<file path="src/rtl/fir_mac_engine.sv">
// Serial multiply-accumulate FIR engine fed by decoded register fields.
// Latency: result valid Neff edges after sample accept; one tap per clock.
// Backpressure: holds result in OUT until out_ready; sample/coeff writes stall while busy.
module fir_mac_engine #(
  parameter int MAX_TAPS    = 16,
  parameter int DATA_WIDTH  = 16,
  parameter int COEFF_WIDTH = 16,
  parameter int OUT_WIDTH   = 32,
  localparam int TW         = $clog2(MAX_TAPS),
  localparam int ACC_WIDTH  = DATA_WIDTH + COEFF_WIDTH + TW
) (
  input  logic                          clk,
  input  logic                          rst,
  input  logic                          enable_i,
  input  logic [TW:0]                   tap_count_i,
  input  logic                          coeff_reset_i,
  input  logic                          coeff_valid_i,
  input  logic signed [COEFF_WIDTH-1:0] coeff_data_i,
  output logic                          coeff_ready_o,
  input  logic                          sample_valid_i,
  input  logic signed [DATA_WIDTH-1:0]  sample_data_i,
  output logic                          sample_ready_o,
  output logic                          out_valid_o,
  output logic signed [OUT_WIDTH-1:0]   out_data_o,
  input  logic                          out_ready_i,
  output logic                          busy_o,
  output logic [TW-1:0]                 coeff_ptr_o
);

  localparam int PW = DATA_WIDTH + COEFF_WIDTH;
  localparam logic signed [ACC_WIDTH-1:0] SAT_MAX =
    {{(ACC_WIDTH-OUT_WIDTH+1){1'b0}}, {(OUT_WIDTH-1){1'b1}}};
  localparam logic signed [ACC_WIDTH-1:0] SAT_MIN =
    {{(ACC_WIDTH-OUT_WIDTH+1){1'b1}}, {(OUT_WIDTH-1){1'b0}}};

  typedef enum logic [1:0] {IDLE, MAC, OUT} state_t;

  state_t                        state, state_next;
  logic signed [DATA_WIDTH-1:0]  x [MAX_TAPS];
  logic signed [COEFF_WIDTH-1:0] c [MAX_TAPS];
  logic signed [ACC_WIDTH-1:0]   acc;
  logic signed [ACC_WIDTH-1:0]   acc_sum;
  logic signed [PW-1:0]          prod;
  logic [TW-1:0]                 idx;
  logic [TW:0]                   neff;
  logic [TW:0]                   neff_req;
  logic [TW-1:0]                 ptr;
  logic                          accept;
  logic                          coeff_wr;
  logic                          last_tap;

  assign coeff_ready_o  = (state == IDLE);
  assign sample_ready_o = enable_i & (state == IDLE);
  assign out_valid_o    = (state == OUT);
  assign busy_o         = (state != IDLE);
  assign coeff_ptr_o    = ptr;
  assign accept         = sample_valid_i & sample_ready_o;
  assign coeff_wr       = coeff_valid_i & coeff_ready_o;

  // A tap count of zero still runs one tap; oversize requests clamp to the storage depth.
  assign neff_req = (tap_count_i == '0) ? (TW+1)'(1) :
                    (tap_count_i > (TW+1)'(MAX_TAPS)) ? (TW+1)'(MAX_TAPS) : tap_count_i;

  assign prod     = x[idx] * c[idx];
  assign acc_sum  = acc + {{TW{prod[PW-1]}}, prod};
  assign last_tap = ({1'b0, idx} == neff - (TW+1)'(1));

  // State register.
  always_ff @(posedge clk or posedge rst) begin
    if (rst) state <= IDLE;
    else     state <= state_next;
  end

  // Next-state decode: accept -> MAC over Neff taps -> hold result until consumed.
  always_comb begin
    state_next = state;
    case (state)
      IDLE:    if (accept) state_next = MAC;
      MAC:     if (last_tap) state_next = OUT;
      OUT:     if (out_ready_i) state_next = IDLE;
      default: state_next = IDLE;
    endcase
  end

  // Delay line, tap counter, accumulator and saturated result register.
  always_ff @(posedge clk or posedge rst) begin
    if (rst) begin
      for (int k = 0; k < MAX_TAPS; k++) x[k] <= '0;
      acc        <= '0;
      idx        <= '0;
      neff       <= (TW+1)'(1);
      out_data_o <= '0;
    end else if (accept) begin
      x[0] <= sample_data_i;
      for (int k = 1; k < MAX_TAPS; k++) x[k] <= x[k-1];
      neff <= neff_req;
      acc  <= '0;
      idx  <= '0;
    end else if (state == MAC) begin
      acc <= acc_sum;
      idx <= idx + 1'b1;
      if (last_tap) begin
        if (acc_sum > SAT_MAX)      out_data_o <= SAT_MAX[OUT_WIDTH-1:0];
        else if (acc_sum < SAT_MIN) out_data_o <= SAT_MIN[OUT_WIDTH-1:0];
        else                        out_data_o <= acc_sum[OUT_WIDTH-1:0];
      end
    end
  end

  // Coefficient store; a pointer reset coinciding with a write lands that write at index 0.
  always_ff @(posedge clk or posedge rst) begin
    if (rst) begin
      for (int k = 0; k < MAX_TAPS; k++) c[k] <= '0;
      ptr <= '0;
    end else if (coeff_reset_i) begin
      if (coeff_wr) begin
        c[0] <= coeff_data_i;
        ptr  <= TW'(1);
      end else begin
        ptr  <= '0;
      end
    end else if (coeff_wr) begin
      c[ptr] <= coeff_data_i;
      ptr    <= (ptr == TW'(MAX_TAPS-1)) ? '0 : ptr + 1'b1;
    end
  end

endmodule

</file>
<file path="config.mk">
export PLATFORM = sky130hd
export DESIGN_NAME = fir_mac_engine
export DESIGN_NICKNAME = d
export VERILOG_FILES = /design/src/rtl/fir_mac_engine.sv
export SDC_FILE = /design/constraint.sdc
export NUM_CORES = 2
export LEC_CHECK = 0
export ABC_CLOCK_PERIOD_IN_PS = 22700
export BUFFER_PORTS_ARGS = -buffer_cell sky130_fd_sc_hd__buf_2
export CELL_PAD_IN_SITES_DETAIL_PLACEMENT = 2
export CELL_PAD_IN_SITES_GLOBAL_PLACEMENT = 2
export CORE_ASPECT_RATIO = 1.2
export CORE_MARGIN = 5
export CORE_UTILIZATION = 39
export DETAILED_ROUTE_END_ITERATION = 12
export PLACE_DENSITY = 0.79
export SLEW_MARGIN = 20
export SYNTH_ARGS = -nofsm -noshare
export SYNTH_HDL_FRONTEND = slang
export SYNTH_SLANG_ARGS = --single-unit
</file>
<file path="constraint.sdc">
create_clock -name clk -period 22.7 [get_ports clk]
set_input_delay 6.81 -clock clk [delete_from_list [all_inputs] [get_ports clk]]
set_output_delay 6.81 -clock clk [all_outputs]
set_load 0.02 [all_outputs]
</file>
* Yosys cells after proc, flatten, opt, wreduce, memory -nomap -nowiden *
Cells that the tools add are included.

word-level totals
  register bits = 595
  latch bits = 0
  RAM bits = 0
  memory bits (read-only) = 0
  input port bits = 44
  output and inout bits = 40
  logic and storage cells = 100
  memories kept = 0

cells by class
  add/sub/neg operators = 4
  multiply operators = 1
  div/mod/pow operators = 0
  order comparisons = 6
  equality and inequality tests = 7
  shift-type cells = 0
  mux-type cells = 28
  bitwise logic cells = 7
  reductions and logical operators = 9

operators by type and width
  operator                                                                count
  256-bit bitwise mux                                                     1
  256-bit two-way mux                                                     1
  16-bit binary-select mux with 4-bit select                              2
  16-bit two-way mux                                                      7
  36-bit two-way mux                                                      2
  16-bit demux with 4-bit select                                          1
  32-bit two-way mux                                                      2
  36-bit adder                                                            1
  36-bit by 32-bit > comparator with 1-bit output, second input constant  1
  36-bit by 32-bit < comparator with 1-bit output, second input constant  1
  16-bit by 16-bit multiplier with 32-bit output                          1
  4-bit two-way mux                                                       5
  5-bit >= comparator, second input constant                              2
  5-bit two-way mux                                                       2
  4-bit inverter with 5-bit output                                        2
  4-bit by 1-bit adder with 4-bit output, second input constant           2
  2-bit two-way mux                                                       3
  2-bit one-hot mux with 3 select lines                                   1
  3-bit AND reduction                                                     2
  2-bit nonzero test                                                      3
  4-bit by 5-bit equality test with 1-bit output                          1
  5-bit > comparator, second input constant                               1
  5-bit zero test                                                         1
  5-bit by 1-bit < comparator with 1-bit output, second input constant    1
  other kinds (12)                                                        16

* Longest topological paths before layout *
  depth after elaboration = 9
  depth in mapped cells = 47
  gate-level depth less buffers = 39

* Worst setup path after synthesis *
Ideal clock, no wire load.

  path type = input port to output port
  start = input enable_i
  end = output sample_ready_o
  arrival time = 7.036 ns
  data required time = 15.890 ns
  setup slack = 8.854 ns
  stages on the path = 1
  path buffers = 0
  cell sequence = and2_1

on the way
  word-level cells in the longest chain between the ends = 1

ends and longest elaborated chain
  item               RTL line  text
  start, declared    14        input logic enable_i,
  1-bit bitwise AND  53        assign sample_ready_o = enable_i & (state == IDLE);
  end, declared      22        output logic sample_ready_o,

No other way between the ends.

* Worst setup path after layout *
Ends and elaborated chain as after synthesis.

==> impl_metrics.py <==
metrics = {
    "run_status": {
        "status": "finished clean",
    },
    "timing": {
        "setup_tns_ps": 0,
        "hold_viol": 0,
        "fin_crit_ps": 14070,
        "fmax_mhz": 71.1,
        "timing.final.crit_share_pct": 62.0,
        "tightest_slew_ps": 1240,
        "rsz0062_at_grt": "no",
        "relSlewSlack_pct": 17.6,
        "setup_violations": 0,
        "final_max_slew_viol_count": 0,
        "fin_skew_ps": 27.2,
    },
    "setup_path": {
        "critPathLaunchType": "primary input",
        "cpPeakStageDelay_ps": 190,
        "crit_path_end_kind": "output port",
        "path_class": "primary input to output port",
        "path_delay_family": "buffers and inverters",
        "path_buf_inv": 2,
        "crit_path_frequent_cell": "buf_2",
        "cp_cell_sequence": "buf_2, and2_1, buf_2",
        "cp.arrival_ps": 7260,
        "slowest_stage": "buf_2",
        "path_max_fanout": 2,
        "crit_required_ps": 15890,
    },
    "yosys": {
        "synth_edf_count": 0,
        "ys_types": 71,
        "netlist.area_leader.share_pct": 38.9,
        "synth_nets": 4085,
        "yosysSeqAreaShare_pct": 39.0,
        "syn_area_um2": 38200,
        "synth_area_per_cell_um2": 10.5,
        "ys_seq_elements": 595,
        "synth-warning-count": 0,
        "syn_inst": 3655,
        "synth.largest_area_cell": "dfrtp_1",
        "async_flop_share_pct": 100,
        "synth_flop_cell": "dfrtp_1",
        "netlist_top_cells_area": "dfrtp_1 39%, fa_1 14%, nand2_1 9.9%",
    },
    "global_route": {
        "grt_max_degree": 219,
        "grt-ovfl-total": 0,
        "grtUsageTotal_pct": 23.8,
        "grt_pass1_wl_um": 195000,
        "grt_pass1_vias": 32400,
        "grt_antenna_before_repair": 3,
    },
    "floorplanning": {
        "initial_utilization_pct": 39.4,
        "die_w_um": 296,
        "io_pins": 84,
        "fp.dieArea_um2": 104000,
        "core-area_um2": 97100,
        "placementRows": 125,
        "dieHeight_um": 353,
    },
    "routing": {
        "drtAntennaViolNets": 0,
        "drtIter0Drc": 1395,
        "routed_via_density": 5.49,
        "drcViolationCount": 0,
        "num_vias": 27300,
        "avgRoutedWirePerCell_um": 24.9,
        "firstDrtPassIters": 5,
        "wl_um": 124000,
    },
    "job": {
        "maxCapViolations": 0,
    },
    "finish": {
        "fill_cells": 9933,
        "final_nets": 4076,
        "multi_input_area_um2": 21300,
        "drive_above_1_share_pct": 19.1,
        "seq_area_um2": 14900,
        "area.growth.synth_to_final_pct": 10.2,
    },
    "clock_tree": {
        "clk_pin_slew_ps": 50,
        "cts_inserted_buffers": 68,
        "cts-hold-fix-buffers": 0,
        "htreeDepth": 3,
        "cts.sinks": 595,
        "post_cts_buffers": 0,
        "clock_path_buffers": 3,
        "ctsResizeCount": 0,
        "worst_skew_pair.late_latency_ps": 640,
        "cts_tree": "built",
        "root_buffer": "clkbuf_16",
    },
    "placement": {
        "portBuffers": 83,
        "hpwlAfterDp_um": 79400,
        "place.gp.congestion": 0.825,
    },
    "worst_hold_path": {
        "hp-class": "flop to flop",
    },
}
-- per-stage QoR --
stage / hold slack (ps) / std cells / setup slack, ps / utilization (%) / cell area, um2
after global placement: 453 / 4845 / 8620 / 41.0 / 39800
final: 478 / 4970 / 8630 / 43.4 / 42100
after CTS: 476 / 4967 / 8620 / 43.4 / 42100
after global routing: 511 / 4970 / 8600 / 43.4 / 42100
after detailed placement: 462 / 4845 / 8630 / 41.0 / 39800
after floorplan: 441 / 3655 / 7780 / - / 38200
-- cell families (layout without fill, tap and decap cells) --
| logic type | Yosys count | after routing | synth area share (%) |
|---|---|---|---|
| adder cells (fa/ha/maj) | 386 | 386 | 17.8 |
| AO/OA/AOI/OAI | 292 | 292 | 5.21 |
| flip-flops | 595 | 595 | 39.0 |
| multiplexers | 439 | 439 | 17.0 |
| other | 0 | 2 | 0 |
| buffers and inverters | 545 | 588 | 5.51 |
| XOR/XNOR | 75 | 75 | 1.74 |
| AND/OR/NAND/NOR | 1323 | 1323 | 13.8 |
-- cells in the final DEF, fill, tap and decap left out, types with 8 or more instances in the layout --
cell type  instances
xnor2_1           43
nand4_1           18
o21a_1            18
o211ai_1           9
o311ai_0          19
mux2i_1           22
a21o_1            23
buf_2             83
nand3_1           61
mux2_2           278
xor2_1            31
nor3_1             8
fa_1             263
inv_1            334
nand2b_1          15
and2_1            10
a21oi_1           58
ha_1             123
mux4_2           139
clkbuf_8          14
clkbuf_16         69
dfrtp_1          590
buf_4             43
nor2_1           165
nor2b_1           18
clkbuf_1          11
o21ai_1           20
o311ai_2          10
clkinv_2          16
o21ai_0           79
nand2_1         1000
-- tightest hold or removal path, stage by stage (launching register included) --
cell and delay [ps]:
dfrtp_1 340, nand2_1 50, nand2_1 50
-- final timing paths --
path | start | end | slack, ps | depth (start not counted)
hold reg to reg | x[3] | x[3] | 480 | 2
setup reg to reg | idx[0] | out_data_o[15] | 9810 | 37
hold / removal | x[3] | x[3] | 480 | 2
min in group asynchronous | rst | x[95] | 6330 | 3
max in group asynchronous | rst | x[251] | 14220 | 5
setup / recovery | enable_i | sample_ready_o | 8630 | 3
-- Yosys cell counts (3+ instances only) --
cell type / instances
o2111ai_1: 4
a31oi_1: 6
buf_2: 22
o31ai_1: 3
o311ai_2: 10
nand2_1: 1004
o21ai_0: 89
o21a_1: 18
a21o_1: 23
ha_1: 123
o311ai_0: 19
mux4_2: 139
nand3_1: 61
xor2_1: 31
buf_1: 16
o31a_1: 5
nor2_1: 165
or2_2: 6
nor3_1: 8
buf_4: 3
inv_1: 335
nand4_1: 18
o211ai_1: 9
mux2i_1: 22
o211ai_2: 4
and3_1: 5
nand3b_1: 5
xnor2_1: 43
mux2_2: 278
nor2b_1: 18
fa_1: 263
clkbuf_1: 166
a21oi_1: 58
o21ai_1: 12
and2_1: 10
nand2b_1: 16
o21bai_1: 5
dfrtp_1: 594
-- registers in the layout (all words and copies together) (netlist names) --
signal / flops
c: 256
idx: 4
neff: 5
out_data_o: 32
state: 2
x: 256
coeff_ptr_o: 4
acc: 36
-- layer usage --
metal | vias up | track usage [%] | routed length (um)
li1 | 11900 | - | -
met1 | 14700 | 28.4 | 49400
met4 | 0 | 8.51 | 4730
met2 | 420 | 44.1 | 66800
met5 | - | 0 | 0
met3 | 231 | 2.82 | 3020
-- layout make-up --
class | count | area share, %
Clock inverter | 28 | 0.763
Timing Repair Buffer | 131 | 1.99
Clock buffer | 94 | 4.65
Antenna cell | 2 | 0.0119
Inverter | 335 | 2.99
Multi-Input combinational cell | 2515 | 50.5
Tap cell | 1270 | 3.77
Sequential cell | 595 | 35.4
Power is not shown: default switching activity piles up to over one toggle a cycle in this logic, so the estimate is an artifact.
